[config.mk]
export PLATFORM = sky130hd
export DESIGN_NAME = seg_scan_ctrl
export DESIGN_NICKNAME = d
export VERILOG_FILES = /design/src/rtl/seg_scan_ctrl_pkg.sv /design/src/rtl/seg_scan_ctrl_slot_timer.sv /design/src/rtl/seg_scan_ctrl.sv
export SDC_FILE = /design/constraint.sdc
export NUM_CORES = 1
export LEC_CHECK = 0
export CORE_UTILIZATION = 25
export CTS_CLUSTER_SIZE = 20
export DETAILED_ROUTE_END_ITERATION = 10
export PLACE_DENSITY = 0.54
export SETUP_SLACK_MARGIN = 0.1
export SLEW_MARGIN = 10
export SYNTH_ARGS = -nofsm -noshare
export SYNTH_HDL_FRONTEND = slang
export SYNTH_SLANG_ARGS = --single-unit
[constraint.sdc]
create_clock -name clk -period 2.55 [get_ports clk]
set_clock_uncertainty 0.1 [all_clocks]
set_input_delay 0.765 -clock clk [delete_from_list [all_inputs] [get_ports clk]]
set_output_delay 0.765 -clock clk [all_outputs]
set_load 0.005 [all_outputs]
[src/rtl/seg_scan_ctrl_pkg.sv]
// Shared definitions for the five-digit segment scan controller:
// display mode codes, slot FSM encoding, the blank glyph and small
// glyph/digit helper functions.
package seg_scan_ctrl_pkg;

  localparam int unsigned NUM_DIGITS = 5;

  // Display mode codes as seen on mode_in. Code 11 behaves like constant.
  typedef enum logic [1:0] {
    SEG_MODE_CONST     = 2'b00,
    SEG_MODE_FLASH     = 2'b01,
    SEG_MODE_OFF       = 2'b10,
    SEG_MODE_CONST_ALT = 2'b11
  } seg_mode_e;

  // Segment pattern driven whenever nothing should light.
  localparam logic [7:0] SEG_BLANK_GLYPH = 8'h00;

  // Per-slot phase: anti-ghost blanking, then digit drive.
  typedef enum logic {
    SLOT_BLANK = 1'b0,
    SLOT_DRIVE = 1'b1
  } slot_state_e;

  // One-hot digit enable for digit index 0..4.
  function automatic logic [4:0] digit_onehot(input logic [2:0] digit);
    return 5'b00001 << digit;
  endfunction

  // Digit 0 lives in the most significant byte of the frame word.
  function automatic logic [7:0] pick_glyph(input logic [39:0] frame,
                                            input logic [2:0]  digit);
    logic [7:0] glyph;
    glyph = SEG_BLANK_GLYPH;
    case (digit)
      3'd0:    glyph = frame[39:32];
      3'd1:    glyph = frame[31:24];
      3'd2:    glyph = frame[23:16];
      3'd3:    glyph = frame[15:8];
      3'd4:    glyph = frame[7:0];
      default: glyph = SEG_BLANK_GLYPH;
    endcase
    return glyph;
  endfunction

  // Whether the active mode lets the glyph through in the current flash phase.
  function automatic logic mode_shows(input seg_mode_e mode, input logic flash_on);
    logic show;
    case (mode)
      SEG_MODE_FLASH: show = flash_on;
      SEG_MODE_OFF:   show = 1'b0;
      default:        show = 1'b1;
    endcase
    return show;
  endfunction

endpackage

[src/rtl/seg_scan_ctrl_slot_timer.sv]
// Slot timer for the segment scanner: a BLANK/DRIVE FSM paced by a slot
// counter, advancing the digit index 0..4 and flagging the end of a frame.
// BLANK_CYC is expected to be at least 1.
module seg_slot_timer
  import seg_scan_ctrl_pkg::*;
#(
  parameter int SCAN_DIV  = 20000,
  parameter int BLANK_CYC = 200
) (
  input  logic       clk,
  input  logic       rst_n,
  output logic [2:0] digit_o,
  output logic       drive_o,
  output logic       frame_done_o
);

  // One counter spans the whole slot, so it never exceeds SCAN_DIV-1.
  localparam int CNT_W = (SCAN_DIV > 1) ? $clog2(SCAN_DIV) : 1;
  localparam logic [CNT_W-1:0] BLANK_LAST = CNT_W'(BLANK_CYC - 1);
  localparam logic [CNT_W-1:0] SLOT_LAST  = CNT_W'(SCAN_DIV - 1);

  slot_state_e      state_q, state_d;
  logic [CNT_W-1:0] cnt_q, cnt_d;
  logic [2:0]       digit_q, digit_d;

  // State register: slot phase, position within the slot, digit index.
  // NOTE: sequential state uses non-blocking (<=) so every register samples pre-edge values.
  always_ff @(posedge clk or negedge rst_n) begin
    if (!rst_n) begin
      state_q <= SLOT_BLANK;
      cnt_q   <= '0;
      digit_q <= '0;
    end else begin
      state_q <= state_d;
      cnt_q   <= cnt_d;
      digit_q <= digit_d;
    end
  end

  // Next-state logic: BLANK hands over to DRIVE mid-slot, DRIVE ends the slot.
  // NOTE: defaults first so every path assigns every signal and no latch is inferred.
  always_comb begin
    state_d = state_q;
    cnt_d   = cnt_q + 1'b1;
    digit_d = digit_q;
    unique case (state_q)
      SLOT_BLANK: begin
        if (cnt_q == BLANK_LAST) state_d = SLOT_DRIVE;
      end
      SLOT_DRIVE: begin
        if (cnt_q == SLOT_LAST) begin
          state_d = SLOT_BLANK;
          cnt_d   = '0;
          digit_d = (digit_q == 3'(NUM_DIGITS - 1)) ? 3'd0 : digit_q + 3'd1;
        end
      end
      default: state_d = SLOT_BLANK;
    endcase
  end

  // Outputs: drive flag, digit index, and the frame-end pulse on the 4->0 wrap.
  always_comb begin
    digit_o      = digit_q;
    drive_o      = (state_q == SLOT_DRIVE);
    frame_done_o = (state_q == SLOT_DRIVE) && (cnt_q == SLOT_LAST) &&
                   (digit_q == 3'(NUM_DIGITS - 1));
  end

endmodule

[src/rtl/seg_scan_ctrl.sv]
// Five-digit multiplexed seven-segment scan controller with a double-buffered
// frame (shadow -> active on frame boundaries), constant/flash/off modes.
// Optional feature: define SEG_DIM_EN to add the bright[1:0] input and
// quarter-step duty dimming of the DRIVE phase.
module seg_scan_ctrl
  import seg_scan_ctrl_pkg::*;
#(
  parameter int SCAN_DIV     = 20000,
  parameter int BLANK_CYC    = 200,
  parameter int FLASH_FRAMES = 50
) (
  input  logic        clk,
  input  logic        reset,
  input  logic [39:0] data_in,
  input  logic [1:0]  mode_in,
  input  logic        load,
`ifdef SEG_DIM_EN
  input  logic [1:0]  bright,
`endif
  output logic        ready,
  output logic [4:0]  seg_select,
  output logic [7:0]  seg_out,
  output logic        frame_done
);

  localparam int FLASH_W = $clog2(FLASH_FRAMES + 1);
  localparam logic [FLASH_W-1:0] FLASH_LAST = FLASH_W'(FLASH_FRAMES - 1);

  logic [2:0] digit;
  logic       drive;
  logic       xfer;
  logic       dim_en;

  logic [39:0]        shadow_data_q, shadow_data_d;
  seg_mode_e          shadow_mode_q, shadow_mode_d;
  logic               shadow_full_q, shadow_full_d;
  logic [39:0]        active_data_q, active_data_d;
  seg_mode_e          active_mode_q, active_mode_d;
  logic [FLASH_W-1:0] flash_cnt_q, flash_cnt_d;
  logic               flash_on_q, flash_on_d;

  seg_slot_timer #(
    .SCAN_DIV  (SCAN_DIV),
    .BLANK_CYC (BLANK_CYC)
  ) u_slot_timer (
    .clk          (clk),
    .rst_n        (reset),
    .digit_o      (digit),
    .drive_o      (drive),
    .frame_done_o (frame_done)
  );

`ifdef SEG_DIM_EN
  localparam int DRIVE_CYC = SCAN_DIV - BLANK_CYC;
  localparam int DIM_W     = $clog2(DRIVE_CYC + 1);

  logic [1:0]       bright_q;
  logic             drive_q;
  logic [DIM_W-1:0] dim_cnt_q;
  logic [31:0]      dim_limit;

  // Capture brightness on the first BLANK cycle of a slot and count DRIVE cycles.
  // drive_q resets high so the first slot after reset also counts as a BLANK entry.
  always_ff @(posedge clk or negedge reset) begin
    if (!reset) begin
      bright_q  <= '0;
      drive_q   <= 1'b1;
      dim_cnt_q <= '0;
    end else begin
      drive_q   <= drive;
      if (!drive && drive_q) bright_q <= bright;
      dim_cnt_q <= drive ? dim_cnt_q + 1'b1 : '0;
    end
  end

  assign dim_limit = ((32'(bright_q) + 32'd1) * 32'(DRIVE_CYC)) >> 2;
  assign dim_en    = (32'(dim_cnt_q) < dim_limit);
`else
  assign dim_en = 1'b1;
`endif

  assign ready = ~shadow_full_q;
  assign xfer  = frame_done && shadow_full_q;

  // Buffer and flash-phase next state: load fills an empty shadow, frame end
  // promotes a full shadow, and a mode change on promotion restarts flashing.
  always_comb begin
    shadow_data_d = shadow_data_q;
    shadow_mode_d = shadow_mode_q;
    shadow_full_d = shadow_full_q;
    active_data_d = active_data_q;
    active_mode_d = active_mode_q;
    flash_cnt_d   = flash_cnt_q;
    flash_on_d    = flash_on_q;

    if (xfer) begin
      active_data_d = shadow_data_q;
      active_mode_d = shadow_mode_q;
      shadow_full_d = 1'b0;
    end

    // ready and xfer are mutually exclusive, so a load on the frame-end cycle
    // lands in the shadow and waits for the following frame end.
    if (load && !shadow_full_q) begin
      shadow_data_d = data_in;
      shadow_mode_d = seg_mode_e'(mode_in);
      shadow_full_d = 1'b1;
    end

    if (xfer && (shadow_mode_q != active_mode_q)) begin
      flash_cnt_d = '0;
      flash_on_d  = 1'b1;
    end else if (frame_done) begin
      if (flash_cnt_q == FLASH_LAST) begin
        flash_cnt_d = '0;
        flash_on_d  = ~flash_on_q;
      end else begin
        flash_cnt_d = flash_cnt_q + 1'b1;
      end
    end
  end

  // Buffer and flash-phase registers.
  // NOTE: the frame buffers are reset explicitly because a cleared display and an empty shadow after reset are required behaviour.
  always_ff @(posedge clk or negedge reset) begin
    if (!reset) begin
      shadow_data_q <= '0;
      shadow_mode_q <= SEG_MODE_CONST;
      shadow_full_q <= 1'b0;
      active_data_q <= '0;
      active_mode_q <= SEG_MODE_CONST;
      flash_cnt_q   <= '0;
      flash_on_q    <= 1'b1;
    end else begin
      shadow_data_q <= shadow_data_d;
      shadow_mode_q <= shadow_mode_d;
      shadow_full_q <= shadow_full_d;
      active_data_q <= active_data_d;
      active_mode_q <= active_mode_d;
      flash_cnt_q   <= flash_cnt_d;
      flash_on_q    <= flash_on_d;
    end
  end

  // Digit drive: select stays one-hot through DRIVE; segments gated by mode and duty.
  always_comb begin
    seg_select = '0;
    seg_out    = SEG_BLANK_GLYPH;
    if (drive) begin
      seg_select = digit_onehot(digit);
      if (mode_shows(active_mode_q, flash_on_q) && dim_en)
        seg_out = pick_glyph(active_data_q, digit);
    end
  end

endmodule

After elaboration in Yosys (flattened, before gate mapping). Cells that the tools add are included. Widths: inputs -> output; s select.

Output and inout bits: 15. Word-level logic and storage cells: 59. Register bits after elaboration: 111.

Equality and inequality tests: 10. Shift operators: 1. Muxes and demuxes: 20. Reduce and logical (&&, ||, !) cells: 12. Bitwise logic cells: 3. Add/sub/neg operators: 3.

Operator list (number): $pmux 8 s5 (1); $mux 15 (2); $mux 6 (3); $mux 8 (2); $add 15x1->15 const B (1); $eq 15x15->1 const B (1); $eq 15x8->1 const B (1); $mux 1 (8); $add 6x1->6 const B (1); $eq 3x2->1 const B (2); $eq 6x6->1 const B (1); $reduce_bool 2->1 (3); $logic_and 1x1->1 (5); $mux 5 (1); $shl 1x3->5 const A (1); $pmux 1 s2 (2); $reduce_and 2->1 (2); $add 3x1->3 const B (1); $eq 3x1->1 const B (1); $eq 3x3->1 const B (1); $logic_not 3->1 (1); $mux 3 (1); $not 1->1 (3); $eq 2x1->1 const B (1); 3 further kinds (3).

Depth between registers and ports, before layout.
Word-level depth: 7. Depth in mapped cells: 8. Gate-level depth less buffers: 6.

Modules after synthesis. Synthesis repeated with hierarchy kept, for this count alone.

Cells, all modules: 374. Area, all modules: 4984.8 µm².

Modules (own cells, without submodules): seg_scan_ctrl (instances 1, area each 4041.4 µm², sequential area each 2303.5 µm², cells each 284); seg_slot_timer (instances 1, area each 943.4 µm², sequential area each 475.5 µm², cells each 90).

Worst setup path after synthesis. Ideal clock, no wire load.

Path kind: register -> output. Start point: register u_slot_timer.digit_q[0] (netlist: u_slot_timer.digit_o[0]). End point: output port seg_out[2]. Slack: -0.015 ns. Path buffers: 1. Required time: 1.685 ns. Data arrival time: 1.700 ns. Cell stages (with the launch flop): 7. Cell sequence: dfrtp_1 -> ha_1 -> ha_1 -> clkbuf_1 -> or4_1 -> nand3_1 -> a31oi_1.

Longest elaborated chain between the ends: 4. Elaborated cells on any way between the ends: 8. Classes of those cells: 4 x eq/ne; 3 x mux; 1 x reduce/logical.

RTL lines: start, declared (line seg_scan_ctrl_slot_timer.sv:24) `logic [2:0] digit_q, digit_d;`; start signal, assigned (line seg_scan_ctrl_slot_timer.sv:36) `digit_q <= digit_d;`; $eq 3x3->1, or another cell as far along (line seg_scan_ctrl_pkg.sv:35) `case (digit)`; $pmux 8 s5 * (line seg_scan_ctrl_pkg.sv:35); $mux 8 * (line seg_scan_ctrl.sv:151) `if (mode_shows(active_mode_q, flash_on_q) && dim_en)`; $mux 8 * (line seg_scan_ctrl.sv:149) `if (drive) begin`; end, declared (line seg_scan_ctrl.sv:22) `output logic [7:0] seg_out,`.

Mark *: on every way between the ends. The rest lies on a longest branch, timed or not.

Final worst setup path.
Start point: register u_slot_timer.digit_q[0] (netlist: u_slot_timer.digit_o[0]). End point: output port seg_out[5].

The elaborated chain is that of the path after synthesis.

==> PnR_summary.wiki <==
{| class="wikitable"
! Metric !! Value
|-
| Utilization after layout || 34.1%
|-
| Final number of max-transition violations || 0
|-
| Library cell contributing the largest single delay on the critical path || sky130_fd_sc_hd__or4_4
|-
| Wire length per cell after detailed routing || 15.5 µm
|-
| Die Area || 0.0208 mm²
|-
| Result of the run || finished with violations
|-
| Y dimension of the die || 144 µm
|-
| Worst setup path endpoint || seg_out[5]
|-
| Power density of the placed cells || 525 mW/mm²
|-
| Synthesis-to-finish area growth || 32.9%
|-
| Number of antenna violations at the first check in global routing || 0
|-
| Seq/Total Area, Yosys || 55.1%
|-
| Primary flip-flop cell chosen by synthesis mapping || sky130_fd_sc_hd__dfrtp_1
|-
| Total of buffers placed on input and output ports || 59
|-
| Yosys synthesis warning count || 0
|-
| Proportion of synthesized flip-flops having asynchronous set or reset || 100%
|-
| Final antenna diode count || 0
|-
| Residual DRC count || 0
|-
| Worst reg-to-reg setup slack || 290 ps
|-
| Pre-antenna DRT Iters || 4
|-
| Clock-pin slew on the worst setup and hold paths || 70 ps
|-
| Number of hold buffers added after CTS || 0
|-
| Routed WL || 11,500 µm
|-
| Sinks on Clock Net || 111
|-
| Top area cells in the synthesized netlist || sky130_fd_sc_hd__dfrtp_1 55%, sky130_fd_sc_hd__mux2_4 12%, sky130_fd_sc_hd__mux2_2 11%
|-
| Synthesized flop and latch total || 111
|-
| Leakage dissipation || 2.97 nW
|-
| Worst setup EP type || primary output
|-
| Worst max-slew margin expressed relative to the limit || 63.8%
|-
| Worst Path Arrival || 2100 ps
|-
| Number of synthesized flops with an enable pin || 0
|-
| Clock buffers created by TritonCTS || 9
|-
| Routability congestion estimate from global placement || 0.836
|-
| Delay of the slowest cell on the worst path || 550 ps
|-
| Final period util || 116%
|-
| Final hold violations || 0
|-
| Violations in the final reports || negative setup slack
|-
| Global-route congestion overflow total || 0
|-
| Global-route wire length before repair || 18,600 µm
|-
| CP startpoint kind || flip-flop
|-
| Latest clock arrival within the worst-skew pair || 350 ps
|-
| Via count of the first global-routing pass || 3,483
|-
| Post-route setup slack || -419 ps
|-
| Startpoint of the worst-slack reg-to-reg timing path || u_slot_timer.cnt_q[1]
|-
| Unrepaired setup endpoints after global routing || true
|-
| Yosys top cell area share || 54.5%
|-
| Design Power || 3.52 mW
|-
| Cell type contributing the most total cell area after synthesis || sky130_fd_sc_hd__dfrtp_1
|-
| CP Launch Point || u_slot_timer.digit_o[0]
|-
| Endpoints failing setup || 10
|-
| Tightest Hold Check Type || input pin to asynchronous set/reset pin
|-
| Total number of vias || 3,295
|-
| Estimated wirelength of the detail-placed design || 8400 µm
|-
| Chip Width || 144 µm
|-
| Buffer cell driving the clock tree root || sky130_fd_sc_hd__clkbuf_16
|-
| Minimum setup slack after placement || -337 ps
|-
| GR Util All Layers || 12.0%
|-
| Cells along the critical path || inv_2 -> ha_4 -> nor2b_4 -> or4_4 -> nand3_4 -> buf_6 -> a31oi_2 -> buf_2
|-
| Number of top-level design ports || 60
|-
| Max FO, Critical Path || 4
|-
| Maximum clock rate || 0.337 GHz
|-
| Required time worst endpoint || 1690 ps
|-
| CTS H-tree depth || 3
|-
| Avg Vias per Cell || 4.44
|-
| Number of nets with antenna violations after detailed routing || 0
|-
| Final Critical Period || 2970 ps
|-
| Mean instance size in the synthesized netlist || 13.4 µm²
|-
| Post-synthesis cell area || 0.00505 mm²
|-
| Detailed router's first-iteration violation count || 145
|-
| Core Box Area || 0.0197 mm²
|-
| Cells after Synth || 377
|-
| Path type of the worst setup path || flip-flop to primary output
|-
| Count of nets after finishing || 526
|-
| Fraction of layout instances using a drive strength above 1 || 39.8%
|-
| Worst IR Drop VDD || 0.000286 V
|-
| Max Cap Violations || 0
|-
| Initial core utilization || 25.7%
|-
| Post-synth net total || 430
|-
| Maximum number of pins on one net before global-route repair || 45
|-
| Maximum root-to-sink buffer count || 2
|-
| Critical register-to-register path endpoint || active_data_q[36]
|-
| Distinct cell type count after synthesis || 43
|-
| Clock tree from TritonCTS || yes
|-
| Cells on worst reg2reg path || 7
|-
| Tightest Pin Transition || 539 ps
|-
| Std cell rows || 51
|}
[metal layers]
layer	routed length [µm]	GRT usage (%)	part of all wire, %
met5	0	0	0
met4	210	3.92	1.8
met3	520	3.44	4.5
met2	5590	19.4	49
met1	5170	15.2	45
[how the worst min path moves through the flow]
| stage | start | endpoint | slack [ps] | depth (start not counted) |
|---|---|---|---|---|
| 2_1_floorplan | u_slot_timer.cnt_q[0] | u_slot_timer.cnt_q[0] | 350 | 1 |
| 3_3_place_gp | flash_on_q | flash_on_q | 380 | 2 |
| 3_5_place_dp | flash_on_q | flash_on_q | 380 | 2 |
| 4_1_cts | reset | u_slot_timer.digit_o[2] | 230 | 1 |
| 5_1_grt | reset | flash_cnt_q[4] | 240 | 1 |
| 6_report | reset | flash_cnt_q[2] | 230 | 1 |
[cell type report]
| type | instances | area [µm²] |
|---|---|---|
| fillers | 1957 | 12900 |
| flip-flops and latches | 111 | 2780 |
| multi-input cells | 237 | 2270 |
| repair buffers | 105 | 997 |
| well taps | 265 | 332 |
| clock buffers | 10 | 229 |
| clock inverters | 5 | 66.3 |
| inverters | 9 | 33.8 |
[state kept, by name, summed over array words and instances (netlist names)]
register              count
active_data_q            40
shadow_data_q            40
u_slot_timer.cnt_q       15
flash_cnt_q               6
u_slot_timer.digit_o      3
active_mode_q             2
shadow_mode_q             2
flash_on_q                1
shadow_full_q             1
u_slot_timer.drive_o      1
[cells in the mapped netlist, types with 2 or more instances]
cell type	instances
sky130_fd_sc_hd__nor2_1	16
sky130_fd_sc_hd__a22oi_1	10
sky130_fd_sc_hd__buf_6	5
sky130_fd_sc_hd__ha_1	8
sky130_fd_sc_hd__nand3_1	16
sky130_fd_sc_hd__xnor2_1	10
sky130_fd_sc_hd__or4_1	2
sky130_fd_sc_hd__dfrtp_1	110
sky130_fd_sc_hd__nand4_1	8
sky130_fd_sc_hd__mux2_4	39
sky130_fd_sc_hd__nor2b_1	5
sky130_fd_sc_hd__and4_1	3
sky130_fd_sc_hd__nor4_1	2
sky130_fd_sc_hd__mux2_2	48
sky130_fd_sc_hd__nand2_1	15
sky130_fd_sc_hd__clkbuf_1	9
sky130_fd_sc_hd__o21ai_0	8
sky130_fd_sc_hd__a31oi_1	6
sky130_fd_sc_hd__and3_1	3
sky130_fd_sc_hd__nor3_1	3
sky130_fd_sc_hd__buf_2	4
sky130_fd_sc_hd__o22ai_1	2
sky130_fd_sc_hd__a222oi_1	3
sky130_fd_sc_hd__inv_1	9
sky130_fd_sc_hd__a21oi_1	4
sky130_fd_sc_hd__xor2_1	4
sky130_fd_sc_hd__and2_1	9
[kinds of logic (layout without fill, tap and decap cells)]
logic type | count (synthesis) | count (layout) | share of synthesized area [%]
compound gates | 42 | 42 | 5.65
xor+xnor | 14 | 14 | 2.43
fa+ha+maj | 8 | 8 | 1.98
buf+inv | 29 | 129 | 3.10
flops | 111 | 111 | 55.1
mux | 88 | 88 | 22.5
simple gates | 85 | 85 | 9.25
[layout by cell type, fill, tap and decap left out, types with 2 or more instances in the layout]
cell | Yosys | routed
sky130_fd_sc_hd__ha_1 | 8 | 4
sky130_fd_sc_hd__nand3_4 | 1 | 2
sky130_fd_sc_hd__o22ai_1 | 2 | 2
sky130_fd_sc_hd__nor2b_4 | 0 | 2
sky130_fd_sc_hd__o21ai_0 | 8 | 8
sky130_fd_sc_hd__nor4_1 | 2 | 2
sky130_fd_sc_hd__and3_1 | 3 | 2
sky130_fd_sc_hd__mux2_2 | 48 | 48
sky130_fd_sc_hd__xor2_1 | 4 | 4
sky130_fd_sc_hd__buf_12 | 0 | 7
sky130_fd_sc_hd__and2_1 | 9 | 5
sky130_fd_sc_hd__a222oi_1 | 3 | 3
sky130_fd_sc_hd__nor2b_1 | 5 | 3
sky130_fd_sc_hd__inv_2 | 0 | 2
sky130_fd_sc_hd__a31oi_4 | 0 | 2
sky130_fd_sc_hd__nor2_1 | 16 | 15
sky130_fd_sc_hd__and4_1 | 3 | 3
sky130_fd_sc_hd__buf_4 | 1 | 35
sky130_fd_sc_hd__a31oi_2 | 0 | 2
sky130_fd_sc_hd__xnor2_1 | 10 | 10
sky130_fd_sc_hd__nor3_1 | 3 | 3
sky130_fd_sc_hd__inv_6 | 0 | 2
sky130_fd_sc_hd__nand4_1 | 8 | 8
sky130_fd_sc_hd__ha_4 | 0 | 3
sky130_fd_sc_hd__nand2_1 | 15 | 14
sky130_fd_sc_hd__mux2_4 | 39 | 39
sky130_fd_sc_hd__and2_4 | 0 | 4
sky130_fd_sc_hd__clkdlybuf4s50_1 | 0 | 45
sky130_fd_sc_hd__a21oi_2 | 0 | 3
sky130_fd_sc_hd__buf_2 | 4 | 9
sky130_fd_sc_hd__inv_1 | 9 | 7
sky130_fd_sc_hd__clkbuf_16 | 0 | 9
sky130_fd_sc_hd__a22oi_1 | 10 | 10
sky130_fd_sc_hd__dfrtp_1 | 110 | 109
sky130_fd_sc_hd__nand3_1 | 16 | 15
sky130_fd_sc_hd__buf_6 | 5 | 6
sky130_fd_sc_hd__a31oi_1 | 6 | 2
[what timing repair did]
action / CTS / global route
gates resized for setup: 66 / 19
buffers inserted: 10 / 1
cloned: 0 / 0
endpoints found under the setup margin: 14 / 13
pin swaps: 5 / 7
[power breakdown]
group	total [mW]	leakage, nW	switching, mW	internal, mW
Clock	1.42	0.141	0.650	0.771
Sequential	1.90	1.44	0.0494	1.85
Combinational	0.203	1.38	0.0717	0.132
Total	3.52	2.97	0.771	2.75
[metrics by stage]
step           std cells  TNS [ps]  cell area, µm²  hold slack, ps
6_report             742     -3670            6700             226
4_1_cts              741     -4300            6630             228
2_1_floorplan        377         0            5070             355
5_1_grt              742     -4550            6700             242
3_5_place_dp         716     -2740            6210             380
3_3_place_gp         716     -2160            6210             380
[worst max-delay path: cells and delay by family, from the launching register on]
family / cells / cell delay, ps
compound gates: 1 / 40
fa+ha+maj: 1 / 160
buf+inv: 3 / 360
flops: 1 / 410
simple gates: 3 / 790
Note: power is estimated with default switching activity, not from simulation.
